===== src/rtl/std_fp_sqrt_pkg.sv =====
// Shared definitions for the iterative fixed-point square root:
// FSM state encoding and the iteration-count helper.
package std_fp_sqrt_pkg;

  // Controller states: wait for go, iterate, pulse done.
  typedef enum logic [1:0] {
    ST_IDLE = 2'd0,
    ST_RUN  = 2'd1,
    ST_DONE = 2'd2
  } state_t;

  // Number of two-bit digit steps needed for a radicand of width+frac_width
  // bits, rounded up to an even width (one leading zero bit when odd).
  function automatic int sqrt_iterations(input int width, input int frac_width);
    return (width + frac_width + 1) / 2;
  endfunction

endpackage


===== src/rtl/std_fp_sqrt_step.sv =====
// One combinational digit step of the restoring binary square root.
// Shifts the next radicand bit pair into the remainder, tries to subtract
// (root<<2)|1 and appends the resulting root bit.
module std_fp_sqrt_step #(
  parameter int ITERATIONS = 24
) (
  input  logic [ITERATIONS+1:0] rem,
  input  logic [ITERATIONS-1:0] root,
  input  logic [1:0]            pair,
  output logic [ITERATIONS+1:0] rem_next,
  output logic [ITERATIONS-1:0] root_next
);

  localparam int RW = ITERATIONS + 2;

  // The shifted remainder is kept two bits wider so the comparison never
  // loses the bits pushed out of rem; the final result always fits in RW.
  logic [RW+1:0] shifted;
  logic [RW+1:0] trial;
  logic [RW+1:0] diff;
  logic          fits;

  // Trial subtraction and root bit selection.
  always_comb begin
    shifted   = {rem, pair};
    trial     = {2'b00, root, 2'b01};
    fits      = (shifted >= trial);
    diff      = shifted - trial;
    rem_next  = fits ? RW'(diff) : RW'(shifted);
    root_next = {root[ITERATIONS-2:0], fits};
  end

endmodule


===== src/rtl/std_fp_sqrt_pipe.sv =====
// Iterative unsigned fixed-point square root, one result bit per clock.
// The radicand is extended with FRAC_WIDTH zero bits so the root keeps the
// same binary point as the input. Optional feature: define
// STD_FP_SQRT_REMAINDER_EN to add out_remainder = X - out^2.
module std_fp_sqrt_pipe
  import std_fp_sqrt_pkg::*;
#(
  parameter int WIDTH      = 32,
  parameter int INT_WIDTH  = 16,
  parameter int FRAC_WIDTH = 16
) (
  input  logic             clk,
  input  logic             reset,
  input  logic             go,
  input  logic [WIDTH-1:0] in,
  output logic [WIDTH-1:0] out,
  output logic             done
`ifdef STD_FP_SQRT_REMAINDER_EN
  ,
  output logic [WIDTH:0]   out_remainder
`endif
);

  localparam int ITERATIONS = sqrt_iterations(WIDTH, FRAC_WIDTH);
  localparam int R          = 2 * ITERATIONS;
  localparam int RW         = ITERATIONS + 2;
  localparam int CNT_W      = $clog2(ITERATIONS + 1);
  localparam logic [CNT_W-1:0] LAST_CNT = CNT_W'(ITERATIONS - 1);

  // Reject inconsistent format parameters at elaboration.
  if ((INT_WIDTH + FRAC_WIDTH != WIDTH) || (FRAC_WIDTH > WIDTH)) begin : g_param_err
    $error("std_fp_sqrt_pipe: INT_WIDTH+FRAC_WIDTH must equal WIDTH and FRAC_WIDTH must not exceed WIDTH");
  end

  state_t state_reg, state_next;

  logic [R-1:0]      x_reg;
  logic [RW-1:0]     rem_reg;
  logic [ITERATIONS-1:0] root_reg;
  logic [CNT_W-1:0]  cnt_reg;
  logic [WIDTH-1:0]  out_reg;
  logic              done_reg;

  logic              start;
  logic              step;
  logic              finish;

  logic [RW-1:0]     rem_next;
  logic [ITERATIONS-1:0] root_next;

  std_fp_sqrt_step #(
    .ITERATIONS(ITERATIONS)
  ) u_step (
    .rem       (rem_reg),
    .root      (root_reg),
    .pair      (x_reg[R-1 -: 2]),
    .rem_next  (rem_next),
    .root_next (root_next)
  );

  // State register.
  always_ff @(posedge clk) begin
    if (reset) begin
      state_reg <= ST_IDLE;
    end else begin
      state_reg <= state_next;
    end
  end

  // Next-state and datapath control; go only matters in IDLE.
  always_comb begin
    state_next = state_reg;
    start      = 1'b0;
    step       = 1'b0;
    finish     = 1'b0;
    unique case (state_reg)
      ST_IDLE: begin
        if (go) begin
          start      = 1'b1;
          state_next = ST_RUN;
        end
      end
      ST_RUN: begin
        step = 1'b1;
        if (cnt_reg == LAST_CNT) begin
          finish     = 1'b1;
          state_next = ST_DONE;
        end
      end
      ST_DONE: begin
        state_next = ST_IDLE;
      end
      default: begin
        state_next = ST_IDLE;
      end
    endcase
  end

  // Datapath: latch radicand on start, iterate, capture the root on finish.
  always_ff @(posedge clk) begin
    if (reset) begin
      x_reg    <= '0;
      rem_reg  <= '0;
      root_reg <= '0;
      cnt_reg  <= '0;
      out_reg  <= '0;
      done_reg <= 1'b0;
    end else begin
      done_reg <= finish;
      if (start) begin
        x_reg    <= R'(in) << FRAC_WIDTH;
        rem_reg  <= '0;
        root_reg <= '0;
        cnt_reg  <= '0;
        out_reg  <= '0;
      end else if (step) begin
        x_reg    <= x_reg << 2;
        rem_reg  <= rem_next;
        root_reg <= root_next;
        cnt_reg  <= cnt_reg + CNT_W'(1);
        if (finish) begin
          out_reg <= WIDTH'(root_next);
        end
      end
    end
  end

  assign out  = out_reg;
  assign done = done_reg;

`ifdef STD_FP_SQRT_REMAINDER_EN
  logic [WIDTH:0] rem_out_reg;

  // Final remainder follows the same clear/hold rules as out.
  always_ff @(posedge clk) begin
    if (reset) begin
      rem_out_reg <= '0;
    end else if (start) begin
      rem_out_reg <= '0;
    end else if (finish) begin
      rem_out_reg <= (WIDTH + 1)'(rem_next);
    end
  end

  assign out_remainder = rem_out_reg;
`endif

endmodule


===== config.mk =====
export PLATFORM = sky130hd
export DESIGN_NAME = std_fp_sqrt_pipe
export DESIGN_NICKNAME = d
export VERILOG_FILES = /design/src/rtl/std_fp_sqrt_pkg.sv /design/src/rtl/std_fp_sqrt_step.sv /design/src/rtl/std_fp_sqrt_pipe.sv
export SDC_FILE = /design/constraint.sdc
export NUM_CORES = 1
export LEC_CHECK = 0
export BUFFER_PORTS_ARGS = -buffer_cell sky130_fd_sc_hd__buf_2
export CORE_UTILIZATION = 41
export CTS_CLUSTER_DIAMETER = 50
export CTS_CLUSTER_SIZE = 30
export DETAILED_ROUTE_END_ITERATION = 7
export PLACE_DENSITY = 0.63
export SLEW_MARGIN = 20
export SYNTH_ARGS = -nofsm -noshare
export SYNTH_HDL_FRONTEND = slang
export SYNTH_SLANG_ARGS = --single-unit
export TNS_END_PERCENT = 10

===== constraint.sdc =====
create_clock -name clk -period 3.5 [get_ports clk]
set_clock_uncertainty 0.1 [all_clocks]
set_input_delay 0.875 -clock clk [delete_from_list [all_inputs] [get_ports clk]]
set_output_delay 0.875 -clock clk [all_outputs]
set_load 0.1 [all_outputs]

==> out/metrics.cfg <==
[run_status]
status=finished clean

[clock_network]
cts.path.max_buffers=2
clockRootBuffer=clkbuf_16
ctsHoldBuffers=0
clk_latency_ns=0.42
numCtsBuffers=17
clk_pin_slew_ns=0.05
cts_tree=done
clock_sinks=114
h-tree-depth=4

[logic_synthesis]
synth_fa_ha_area_share_pct=5.72
ys.flop_type=dfxtp_1
synth_area_per_cell_um2=7.76
synth-edff-count=0
yosys.area_share.simple_pct=18.3
ys_ff_latch=114
synth_area_um2=5910
syn_inst=761
synth-warning-count=0
synth.mux.area_fraction_pct=2.06
synth_top_area_share_pct=38.6
ys_seq_area_share_pct=38.6
yosys-top-cells-area=dfxtp_1 39%, a21oi_1 11%, nand2_1 9.5%
synth_top_area_cell=dfxtp_1
synth_cell_types=58
synth_xor_area_share_pct=3.41
synth.most_common_cell=nand2_1
synthArstFlopShare_pct=0
synthTopCellsByCount=150 x nand2_1, 135 x a21oi_1, 114 x dfxtp_1
synth_compound_area_share_pct=25.5
synth_top_family_by_area=compound AO/OA/AOI/OAI gates

[setup_path]
crit_type=flop to flop
critPathRequiredTime_ns=3.73
cp_max_fo=8
cp-end-kind=flop
cp-start-kind=flop
cp.arrival_ns=3.49

[drt]
drt_iter0_markers=401
postRouteAntennaNets=0
route.detailed.drc=0
wl_per_cell_um=14.4
wl_mm=14.4
firstDrtPassIters=6
viasPerCell=5.41
vias=5436

[sta]
worst_pin_slew_ns=0.847
fmax_ghz=0.307
slew_headroom_pct=43.4
finalHoldViolations=0
period_minus_slack_ns=3.26
final.setup.tns_ns=0
setup_viol=0
final_max_slew_viol_count=0
grt_setup_unrepaired=no
fin_crit_sh_pct=93.1

[pwr]
vdd_drop_max_mv=0.336
p_per_area_nw_per_um2=631
leakage_nw=2.75
power.total_w=0.00441

[cells_and_area]
syn2layout_area_growth_pct=18.4
largest_reg_flops=32
drive_gt1_share_pct=16.1
layout.nets=873
n_antenna_cell=0

[grt]
antenna_found_initial=1
grt_max_degree=39
grt_pass1_wl_mm=24.6
overflow=0
grt_pass1_vias=5241
grt_usage_pct=20.9

[floorplan]
die-area_um2=14900
io_pins=68
die_h_um=122
die_w_um=122
design.core.area_um2=14000
fp-row-count=43
start_util_pct=42.2

[placed_design]
routabilityCongestion=0.888
hpwlAfterDp_mm=10.5
portBuffers=59

[flow_run]
drv_cap=0

[min_path]
hp-class=flop to flop

final timing paths:
check	slack, ns	depth (start not counted)	from	to
max	0.24	12	root_reg[0]	rem_reg[25]
min	0.35	2	out[9]	out[9]
max reg2reg	0.24	12	root_reg[0]	rem_reg[25]
min reg2reg	0.35	2	out[9]	out[9]
placed cells by master (no fill, tap or decap), types with 17 or more instances in the layout:
master	synthesis	routed
inv_1	28	28
o21ai_0	38	38
nor2_1	39	37
buf_4	10	21
a21oi_1	135	135
clkbuf_16	0	17
buf_2	4	59
a22oi_1	30	30
ha_1	27	27
nand2_1	150	150
dfxtp_1	114	114
what timing repair did:
action,in CTS,in global routing
buffers inserted,0,0
endpoints found under the hold margin,0,0
setup endpoints to repair,0,7
gates resized for setup,0,1
through the flow:
| step | cells | hold WS, ns | setup slack (ns) | util, % | instance area [um^2] |
|---|---|---|---|---|---|
| after detailed placement | 972 | 0.346 | 0.0673 | 45.4 | 6360 |
| after global routing | 1004 | 0.371 | 0.0678 | 50.0 | 6990 |
| after floorplan | 768 | 0.336 | 0.904 | - | 5930 |
| final | 1004 | 0.350 | 0.240 | 50.0 | 6990 |
| after CTS | 1004 | 0.355 | 0.0468 | 50.0 | 6990 |
| after global placement | 972 | 0.341 | 0.211 | 45.4 | 6360 |
final cells by class:
| class | instances | area, um^2 |
|---|---|---|
| flip-flops and latches | 114 | 2280 |
| multi-input cells | 570 | 3290 |
| inverters | 28 | 105 |
| repair buffers | 80 | 453 |
| clock inverters | 12 | 179 |
| clock buffers | 20 | 457 |
| well taps | 180 | 225 |
| fillers | 1408 | 6990 |
routing by layer:
layer	vias up	part of all wire [%]	GRT usage [%]	wire length, um
met2	130	46	33.2	6660
met5	-	0.090	0	13
met4	2	1.2	7.79	180
met3	17	4.8	5.48	696
li1	2741	-	-	-
met1	2546	48	27.1	6870
power by group:
part           leakage, nW  internal, W  switching [W]
Sequential           0.927      0.00135      0.0000409
Combinational         1.52     0.000477       0.000700
Clock                0.303      0.00123       0.000609
cells by family (layout without fill, tap and decap cells):
family          Yosys count  after routing
flops                   114            114
compound gates          255            255
simple gates            245            245
buf+inv                  84            140
other cells               1              8
mux                      12             12
xor+xnor                 23             23
fa+ha+maj                27             27
critical path, stage by stage, from the launching register on:
cell	delay (ns)
dfxtp_1	0.39
inv_1	0.07
ha_1	0.36
nor2b_2	0.22
o31a_2	0.19
o21ai_2	0.11
a311oi_2	0.38
nor4_4	0.07
buf_4	0.17
or2_1	0.38
buf_4	0.24
or3_1	0.37
a21oi_1	0.14
No activity file was read; power rests on OpenSTA's default activity.
